$ cat config.mk
export PLATFORM = sky130hd
export DESIGN_NAME = ga_selection_unit
export DESIGN_NICKNAME = d
export VERILOG_FILES = /design/src/rtl/ga_selection_unit.sv
export SDC_FILE = /design/constraint.sdc
export NUM_CORES = 2
export LEC_CHECK = 0
export ABC_CLOCK_PERIOD_IN_PS = 7900
export CELL_PAD_IN_SITES_DETAIL_PLACEMENT = 2
export CELL_PAD_IN_SITES_GLOBAL_PLACEMENT = 2
export CORE_AREA = 2 2 492 396
export CTS_BUF_LIST = sky130_fd_sc_hd__clkbuf_16
export DETAILED_ROUTE_END_ITERATION = 7
export DIE_AREA = 0 0 494 398
export PLACE_DENSITY_LB_ADDON = 0.3
export SLEW_MARGIN = 30
export SYNTH_ARGS = -nofsm -noshare
export SYNTH_HDL_FRONTEND = slang
export SYNTH_SLANG_ARGS = --single-unit
$ cat constraint.sdc
create_clock -name clk -period 7.9 [get_ports clk]
set_input_delay 0.79 -clock clk [delete_from_list [all_inputs] [get_ports clk]]
set_output_delay 0.79 -clock clk [all_outputs]
set_load 0.02 [all_outputs]
$ cat src/rtl/ga_selection_unit.sv
// Fitness-proportionate / rank / tournament parent selection over a small fitness memory.
// Tournament mode is built only when GA_SEL_TOURNAMENT_EN is defined.
module ga_selection_unit #(
  parameter int unsigned FITNESS_WIDTH = 16,
  parameter int unsigned POP_SIZE      = 32,
  parameter int unsigned IDX_WIDTH     = $clog2(POP_SIZE),
  parameter int unsigned SUM_WIDTH     = FITNESS_WIDTH + IDX_WIDTH,
  parameter int unsigned TOUR_SIZE     = 4,
  parameter int unsigned RND_WIDTH     = 32
) (
  input  logic                     clk,
  input  logic                     reset_n,
  input  logic                     wr_en,
  input  logic [IDX_WIDTH-1:0]     wr_addr,
  input  logic [FITNESS_WIDTH-1:0] wr_data,
  input  logic                     prep_start,
  output logic                     prep_done,
  output logic [SUM_WIDTH-1:0]     total,
  input  logic                     req_vld,
  output logic                     req_rdy,
  input  logic [1:0]               req_mode,
  input  logic [RND_WIDTH-1:0]     req_rnd,
  output logic                     res_vld,
  input  logic                     res_rdy,
  output logic [IDX_WIDTH-1:0]     res_idx,
  output logic                     res_err
);

  typedef enum logic [2:0] {
    StIdle, StPrep, StReady, StTarget, StScan, StTour, StResp
  } state_e;

  localparam logic [1:0] ModeProp = 2'd0;
  localparam logic [1:0] ModeRank = 2'd1;
  localparam logic [1:0] ModeTour = 2'd2;

  localparam int unsigned        RankTotalInt = POP_SIZE * (POP_SIZE + 1) / 2;
  localparam logic [SUM_WIDTH-1:0] RankTotal  = SUM_WIDTH'(RankTotalInt);
  localparam logic [IDX_WIDTH-1:0] LastIdx    = IDX_WIDTH'(POP_SIZE - 1);

  logic [FITNESS_WIDTH-1:0] fit_mem [POP_SIZE];
  logic [SUM_WIDTH-1:0]     cum_f   [POP_SIZE];

  state_e                 state_q, state_d;
  logic [IDX_WIDTH-1:0]   prep_idx_q, prep_idx_d;
  logic [SUM_WIDTH-1:0]   prep_sum_q, prep_sum_d;
  logic [SUM_WIDTH-1:0]   total_q, total_d;
  logic [1:0]             mode_q, mode_d;
  logic [RND_WIDTH-1:0]   rnd_q, rnd_d;
  logic [SUM_WIDTH-1:0]   target_q, target_d;
  logic [IDX_WIDTH-1:0]   scan_idx_q, scan_idx_d;
  logic [IDX_WIDTH-1:0]   res_idx_q, res_idx_d;
  logic                   res_err_q, res_err_d;

  logic                   wr_accept;
  logic                   mode_ok;
  logic [SUM_WIDTH-1:0]   prep_sum_next;
  logic [SUM_WIDTH-1:0]   w_total;
  logic [2*SUM_WIDTH-1:0] prod;
  logic [SUM_WIDTH-1:0]   cum_sel;
  logic                   unused_bits;

  // Rank prefix (i+1)(i+2)/2, evaluated at full product width to avoid wrap.
  function automatic logic [SUM_WIDTH-1:0] cum_r(input logic [IDX_WIDTH-1:0] i);
    logic [2*SUM_WIDTH-1:0] n;
    n = (2*SUM_WIDTH)'(i) + (2*SUM_WIDTH)'(1);
    return SUM_WIDTH'((n * (n + (2*SUM_WIDTH)'(1))) >> 1);
  endfunction

  assign wr_accept     = wr_en && (state_q == StIdle || state_q == StReady);
  assign prep_sum_next = prep_sum_q + SUM_WIDTH'(fit_mem[prep_idx_q]);
  assign w_total       = (mode_q == ModeRank) ? RankTotal : total_q;
  assign prod          = {{SUM_WIDTH{1'b0}}, rnd_q[SUM_WIDTH-1:0]} *
                         {{SUM_WIDTH{1'b0}}, w_total};
  assign cum_sel       = (mode_q == ModeRank) ? cum_r(scan_idx_q) : cum_f[scan_idx_q];
  assign unused_bits   = ^{rnd_q, prod[SUM_WIDTH-1:0]};

`ifdef GA_SEL_TOURNAMENT_EN
  localparam logic [2:0] LastTour = 3'(TOUR_SIZE - 1);

  logic [2:0]               tour_k_q, tour_k_d;
  logic [FITNESS_WIDTH-1:0] best_fit_q, best_fit_d;
  logic [IDX_WIDTH-1:0]     best_idx_q, best_idx_d;
  logic [IDX_WIDTH-1:0]     cand_idx;
  logic [FITNESS_WIDTH-1:0] cand_fit;
  logic                     cand_wins;

  assign cand_idx  = rnd_q[tour_k_q*IDX_WIDTH +: IDX_WIDTH];
  assign cand_fit  = fit_mem[cand_idx];
  // Strict compare keeps the earlier candidate on ties.
  assign cand_wins = (tour_k_q == 3'd0) || (cand_fit > best_fit_q);
  assign mode_ok   = (req_mode != 2'd3);

  always_ff @(posedge clk or negedge reset_n) begin
    if (!reset_n) begin
      tour_k_q   <= '0;
      best_fit_q <= '0;
      best_idx_q <= '0;
    end else begin
      tour_k_q   <= tour_k_d;
      best_fit_q <= best_fit_d;
      best_idx_q <= best_idx_d;
    end
  end
`else
  assign mode_ok = (req_mode == ModeProp) || (req_mode == ModeRank);
`endif

  // Fitness and prefix storage are deliberately left out of reset.
  always_ff @(posedge clk) begin
    if (wr_accept) fit_mem[wr_addr] <= wr_data;
    if (state_q == StPrep) cum_f[prep_idx_q] <= prep_sum_next;
  end

  always_ff @(posedge clk or negedge reset_n) begin
    if (!reset_n) begin
      state_q    <= StIdle;
      prep_idx_q <= '0;
      prep_sum_q <= '0;
      total_q    <= '0;
      mode_q     <= '0;
      rnd_q      <= '0;
      target_q   <= '0;
      scan_idx_q <= '0;
      res_idx_q  <= '0;
      res_err_q  <= 1'b0;
    end else begin
      state_q    <= state_d;
      prep_idx_q <= prep_idx_d;
      prep_sum_q <= prep_sum_d;
      total_q    <= total_d;
      mode_q     <= mode_d;
      rnd_q      <= rnd_d;
      target_q   <= target_d;
      scan_idx_q <= scan_idx_d;
      res_idx_q  <= res_idx_d;
      res_err_q  <= res_err_d;
    end
  end

  always_comb begin
    state_d    = state_q;
    prep_idx_d = prep_idx_q;
    prep_sum_d = prep_sum_q;
    total_d    = total_q;
    mode_d     = mode_q;
    rnd_d      = rnd_q;
    target_d   = target_q;
    scan_idx_d = scan_idx_q;
    res_idx_d  = res_idx_q;
    res_err_d  = res_err_q;
`ifdef GA_SEL_TOURNAMENT_EN
    tour_k_d   = tour_k_q;
    best_fit_d = best_fit_q;
    best_idx_d = best_idx_q;
`endif

    unique case (state_q)
      StIdle, StReady: begin
        if (wr_accept) begin
          state_d = StIdle;
        end else if (prep_start) begin
          state_d    = StPrep;
          prep_idx_d = '0;
          prep_sum_d = '0;
        end else if (state_q == StReady && req_vld) begin
          mode_d = req_mode;
          rnd_d  = req_rnd;
          if (mode_ok) begin
            res_err_d = 1'b0;
            state_d   = StTarget;
          end else begin
            res_err_d = 1'b1;
            res_idx_d = '0;
            state_d   = StResp;
          end
        end
      end
      StPrep: begin
        prep_sum_d = prep_sum_next;
        prep_idx_d = prep_idx_q + 1'b1;
        if (prep_idx_q == LastIdx) begin
          total_d = prep_sum_next;
          state_d = StReady;
        end
      end
      StTarget: begin
`ifdef GA_SEL_TOURNAMENT_EN
        if (mode_q == ModeTour) begin
          tour_k_d = '0;
          state_d  = StTour;
        end else
`endif
        if (w_total == '0) begin
          res_idx_d = rnd_q[IDX_WIDTH-1:0];
          state_d   = StResp;
        end else begin
          target_d   = prod[2*SUM_WIDTH-1:SUM_WIDTH];
          scan_idx_d = '0;
          state_d    = StScan;
        end
      end
      StScan: begin
        // t < W guarantees a hit by the last entry; the LastIdx term is only a backstop.
        if (cum_sel > target_q || scan_idx_q == LastIdx) begin
          res_idx_d = scan_idx_q;
          state_d   = StResp;
        end else begin
          scan_idx_d = scan_idx_q + 1'b1;
        end
      end
`ifdef GA_SEL_TOURNAMENT_EN
      StTour: begin
        if (cand_wins) begin
          best_fit_d = cand_fit;
          best_idx_d = cand_idx;
        end
        if (tour_k_q == LastTour) begin
          res_idx_d = cand_wins ? cand_idx : best_idx_q;
          state_d   = StResp;
        end else begin
          tour_k_d = tour_k_q + 3'd1;
        end
      end
`endif
      StResp: begin
        if (res_rdy) state_d = StReady;
      end
      default: state_d = StIdle;
    endcase
  end

  assign req_rdy   = (state_q == StReady) && !wr_en && !prep_start;
  assign res_vld   = (state_q == StResp);
  assign prep_done = (state_q != StIdle) && (state_q != StPrep);
  assign total     = total_q;
  assign res_idx   = res_idx_q;
  assign res_err   = res_err_q;

endmodule
Yosys cells after proc, flatten, opt, wreduce, memory -nomap -nowiden
Memory sizes are Yosys's and may differ from the RTL's.
Cells that the tools add are included.

word-level totals
  memories = 2
  logic and storage cells = 102
  register bits = 105
  memory bits (writable) = 1184
  bits of input ports = 61

memories
  memory   words  width  rd ports  clocked after memory_dff  write ports  line  source
  cum_f    32     21     1         0                         1            42    logic [SUM_WIDTH-1:0] cum_f [POP_SIZE];
  fit_mem  32     16     1         0                         1            41    logic [FITNESS_WIDTH-1:0] fit_mem [POP_SIZE];

cells by class
  $add $sub $neg = 5
  bitwise gates (word level) = 3
  reduce and logical (&&, ||, !) cells = 25
  equality and inequality tests = 22
  multiply operators = 2
  muxes and demuxes = 32
  magnitude comparators = 1

operators with widths
  kind                   number
  $mux W21               4
  $mux W5                10
  $mul A21 B21 Y42       1
  $pmux W21 S2           1
  $add A21 B16 Y21       1
  $gt A21 B21 Y1         1
  $logic_not A21 Y1      1
  $mux W3                7
  $pmux W5 S2            2
  $ne A2 B2 Y1 const B   9
  $pmux W3 S5            1
  $pmux W5 S3            1
  $mul A6 B7 Y13         1
  $add A5 B1 Y5 const B  2
  $eq A5 B5 Y1 const B   2
  $reduce_and A4 Y1      2
  $add A6 B1 Y7 const B  1
  $reduce_and A7 Y1      1
  $add A5 B1 Y6 const B  1
  $eq A3 B2 Y1 const B   2
  $eq A3 B3 Y1 const B   2
  $reduce_and A3 Y1      2
  $reduce_bool A3 Y1     2
  $logic_and A1 B1 Y1    5
  other kinds (15)       28

Logic depth before layout (Yosys ltp)
  depth in word-level cells = 8
  depth in mapped cells = 32

Worst setup path after synthesis
OpenSTA, ideal clock, no wires.

  path kind = register -> register
  from = register scan_idx_q[1]
  to = register scan_idx_q[2]
  cell stages (with the launch flop) = 32
  library setup time = 125 ps
  path buffers = 4
  data arrival time = 7064 ps
  setup slack = 711 ps
  cell sequence = dfrtp_1 -> clkbuf_1 -> clkbuf_1 -> clkbuf_1 -> inv_1 -> ha_1 -> clkbuf_1 -> nand2_1 -> nor2_1 -> nand2_1 -> o21ai_0 -> and2_1 -> fa_1 -> fa_1 -> inv_1 -> fa_1 -> inv_1 -> ha_1 -> o21ai_0 -> a21oi_1 -> o21ai_0 -> a21oi_1 -> o21ai_0 -> nor4b_1 -> a211oi_1 -> ha_1 -> nand4_1 -> nor2_1 -> nand4_1 -> a211oi_1 -> a21oi_2 -> mux2_2

on the way
  word-level cells in the longest chain between the ends = 8
  elaborated cells between the ends (all ways) = 13
  classes of those cells = add/sub: 3; mul: 1; order compare: 1; eq/ne: 2; mux: 3; reduce/logical: 2; memory: 1

ends and longest elaborated chain
  what                         line  source
  start, declared              51    logic [IDX_WIDTH-1:0] scan_idx_q, scan_idx_d;
  start signal, assigned       135   scan_idx_q <= scan_idx_d;
  $add A5 B1 Y6                66    n = (2*SUM_WIDTH)'(i) + (2*SUM_WIDTH)'(1);
  $add A6 B1 Y7                67    return SUM_WIDTH'((n * (n + (2*SUM_WIDTH)'(1))) >> 1);
  $mul A6 B7 Y13               67
  $mux W21                     75    assign cum_sel = (mode_q == ModeRank) ? cum_r(scan_idx_q) : cum_f[scan_idx_q];
  $gt A21 B21 Y1               205   if (cum_sel > target_q || scan_idx_q == LastIdx) begin
  $logic_or A1 B1 Y1           205
  $ne A2 B2 Y1 (no line)       n/a
  $reduce_and A3 Y1 (no line)  n/a

Several ways; a longest one is shown, not always the timed one. The select of a mux whose other input is x is not followed.
A chain may end at the register's enable or synchronous reset.

Final worst setup path
  from = register mode_q[1]
  to = register target_q[17]

on the way
  word-level cells in the longest chain between the ends = 5
  elaborated cells between the ends (all ways) = 6
  classes of those cells = mul: 1; eq/ne: 1; mux: 1; bitwise: 1; reduce/logical: 2

ends and longest elaborated chain
  what                                                                      line  source
  start, declared                                                           48    logic [1:0] mode_q, mode_d;
  start signal, assigned                                                    132   mode_q <= mode_d;
  $eq A2 B1 Y1 *                                                            72    assign w_total = (mode_q == ModeRank) ? RankTotal : total_q;
  $mux W21 *                                                                72
  parallel branches: the longest is 3 deep, another holds $mul A21 B21 Y42  n/a
  end signal, assigned                                                      134   target_q <= target_d;
  end, declared                                                             50    logic [SUM_WIDTH-1:0] target_q, target_d;

Mark *: on every way between the ends.

==> results.cfg <==
[cells_and_area]
layoutNonFillerInstCount = 7209
final_util = 0.398
fill_cells = 18900
finalNetCount = 5200
areaGrowthSynthToFinish_pct = 14.5
layout-drive-gt1-share = 0.192

[floorplanning]
die_h_um = 398
fp.dieArea_mm2 = 0.197
start_util = 0.348
ioPinCount = 91
die_width_um = 494
rows = 144
coreArea_mm2 = 0.192

[logic_synthesis]
synthCells = 4332
synth.distinct_cells = 77
synthArstFlopShare = 0.0815
yosys_warnings = 0
ys.flop_type = edfxtp_1
avgSynthCellArea_um2 = 15.4
synth-edff-count = 1184
ys_seq_elements = 1289
syn-cell-area_mm2 = 0.0667
synth-seq-area-share = 0.572

[route]
ant_nets = 0
post_drt_wl_per_cell_um = 29.3
drc = 0
via_count = 38700
drt-initial-drc-count = 3135
wirelength_mm = 211
vias_per_cell = 5.37
firstDrtPassIters = 5

[cts]
cts_buffers = 139
clock_latency_ns = 0.81
clock-root-buffer = clkbuf_16
ctsLongestPathBuffers = 3
path_clk_slew_ns = 0.06
cts.sinks = 1289
h-tree-depth = 4
cts_tree = yes

[sta]
fin_ws_ns = 0.435
rsz0062_at_grt = no
setup_violations = 0
finalSetupTns_ns = 0
skew_ns = 0.0569
finalHoldViolations = 0
clock.fmax_mhz = 134
layout_min_cycle_time_ns = 7.46
max-slew-margin-rel = 0.335
post-route-period-util = 0.945
worst_pin_slew_ns = 0.991
slew_violations = 0

[placed_design]
routabilityCongestion = 0.792
hpwl_mm = 142
port_buffers = 79
dp_cells = 6949
place_ws_ns = 0.0958

[global_routing]
grt_use_total = 0.216
antenna_found_initial = 5
grt_pass1_wl_mm = 309
grt_start_max_net_pins = 109
grt_pass1_vias = 43100
gr-total-overflow = 0

[power]
static-leakage-power_nw = 28.5
vdd_drop_max_v = 0.000299
p_per_area_mw_per_mm2 = 315

[setup_path]
crit_path_start_kind = flip-flop
path_class = reg2reg
cp_slowest_cell = fa_1
crit_fanout = 28
timing.rr.end = target_q[17]
cp.required_ns = 8.52
crit_buf_inv = 5
crit_chain = nand2b_4 -> buf_6 -> and2_0 -> buf_4 -> nand2_1 -> fa_1 -> inv_1 -> fa_1 -> inv_1 -> fa_1 -> inv_1 -> fa_1 -> fa_1 -> fa_1 -> fa_1 -> ha_1 -> nand4_1 -> a211o_1 -> o2111ai_1 -> o21ai_1 -> and2_1 -> o311ai_0 -> o311ai_1
cp.depth = 23
cpMostUsedCell = fa_1
reg2reg_slack_ns = 0.44
worst-r2r-cell-count = 23
cp.arrival_ns = 8.09
cp_slowest_stage_delay_ns = 0.55
cp_top_family = adder cells
r2r_start = mode_q[1]
cp-end-kind = flip-flop

[hold_path]
hp-class = in2async

[flow_run]
drv_cap = 0

[run_status]
status = finished clean
[per-stage QoR]
stage / cell area [um^2] / hold slack, ns / power, mW
floorplan: 66700 / 0.449 / 14.1
global placement: 71700 / 0.467 / 17.3
detailed placement: 71700 / 0.477 / 17.7
CTS: 76300 / 0.462 / 24.3
global route: 76400 / 0.489 / 25.2
finish: 76400 / 0.476 / 24.1
[placed cells by master, fill, tap and decap left out, drive strengths merged, types with 10 or more instances in the layout]
| cell | instances |
|---|---|
| inv | 522 |
| nand2b | 13 |
| or3 | 11 |
| nand3 | 31 |
| nor2 | 138 |
| a21o | 38 |
| mux4 | 338 |
| dfrtp | 105 |
| a21oi | 73 |
| edfxtp | 1184 |
| and2 | 52 |
| a22oi | 64 |
| clkinv | 69 |
| buf | 220 |
| xnor2 | 23 |
| clkbuf | 140 |
| mux2 | 41 |
| nor3 | 18 |
| nor2b | 10 |
| clkdlybuf4s50 | 77 |
| and3 | 197 |
| nand4 | 39 |
| xor2 | 24 |
| nand2 | 383 |
| o21ai | 82 |
| ha | 219 |
| a31oi | 11 |
| fa | 379 |
[synthesized netlist by cell type, types with 5 or more instances]
master / count / area (um^2)
and3_1: 197 / 1230
o21bai_1: 7 / 52.6
or2_2: 5 / 31.3
nand2_1: 383 / 1440
nand3b_1: 8 / 60.1
o211ai_1: 9 / 67.6
xnor2_1: 23 / 201
nor2_1: 138 / 518
nor3_1: 17 / 85.1
fa_1: 379 / 7590
o21a_1: 9 / 67.6
nor2b_1: 10 / 62.6
a31oi_1: 11 / 68.8
nand4_1: 39 / 244
nand3_1: 31 / 155
clkbuf_1: 197 / 739
mux4_2: 338 / 7610
mux2_2: 41 / 462
buf_1: 12 / 45.0
nand2b_1: 11 / 68.8
edfxtp_1: 1184 / 35600
and2_1: 48 / 300
o21ai_0: 78 / 390
a211oi_1: 9 / 67.6
a21o_1: 37 / 278
nor4_1: 9 / 56.3
xor2_1: 24 / 210
ha_1: 219 / 2740
dfrtp_1: 105 / 2630
a22o_1: 6 / 52.6
inv_1: 490 / 1840
nor3b_1: 6 / 45.0
or3_1: 11 / 68.8
a21oi_1: 70 / 350
a22oi_1: 64 / 480
buf_2: 28 / 140
mux2i_1: 8 / 80.1
[what timing repair did]
| action | CTS | global route |
|---|---|---|
| gates resized for setup | 0 | 11 |
| setup buffers | 0 | 2 |
| hold buffers | 1 | 0 |
| endpoints found under the hold margin | 43 | 0 |
| setup endpoints to repair | 0 | 18 |
[cell type report]
| type | instances | area, um^2 | share of cell area |
|---|---|---|---|
| antenna | 3 | 7.51 | 0.0000983 |
| clock buffer | 140 | 3500 | 0.0459 |
| clock inverter | 111 | 1020 | 0.0134 |
| inverter | 492 | 1850 | 0.0242 |
| multi-input combinational | 2321 | 26000 | 0.341 |
| sequential | 1289 | 38200 | 0.500 |
| tap | 2555 | 3200 | 0.0419 |
| timing repair buffer | 298 | 2590 | 0.0339 |
[sequential cells by signal, summed over array words and instances (netlist names)]
| name | cells |
|---|---|
| total | 21 |
| state_q | 3 |
| rnd_q | 21 |
| mode_q | 2 |
| prep_sum_q | 21 |
| prep_idx_q | 5 |
| cum_f | 672 |
| res_idx | 5 |
| scan_idx_q | 5 |
| target_q | 21 |
| fit_mem | 512 |
| res_err | 1 |
[power breakdown]
group / internal (mW) / switching (mW) / total (mW)
Clock: 3.58 / 2.96 / 6.54
Sequential: 8.85 / 0.551 / 9.40
Combinational: 2.86 / 5.28 / 8.14
[cell families after synthesis]
family                     synth area share
DFF                                   0.572
adders and majority gates             0.155
other                              0.000113
AOI/OAI and AO/OA                    0.0350
and+or+nand+nor                      0.0677
buffers and inverters                0.0415
muxes                                 0.122
xor gates and xnor gates            0.00617
[worst max-delay path by stage]
stage / start / to
2_1_floorplan: scan_idx_q[1] / scan_idx_q[2]
3_3_place_gp: mode_q[1] / target_q[20]
3_5_place_dp: mode_q[1] / target_q[20]
4_1_cts: mode_q[1] / target_q[20]
5_1_grt: scan_idx_q[0] / state_q[1]
6_report: mode_q[1] / target_q[17]
[routing by layer]
layer  routed length [um]  GRT usage  share of wire
met5                    0          0              0
met4                 4540     0.0509          0.021
met2               105000      0.361           0.50
met3                 8320     0.0267          0.039
met1                93800      0.301           0.44
Note: power is estimated with default switching activity, not from simulation.
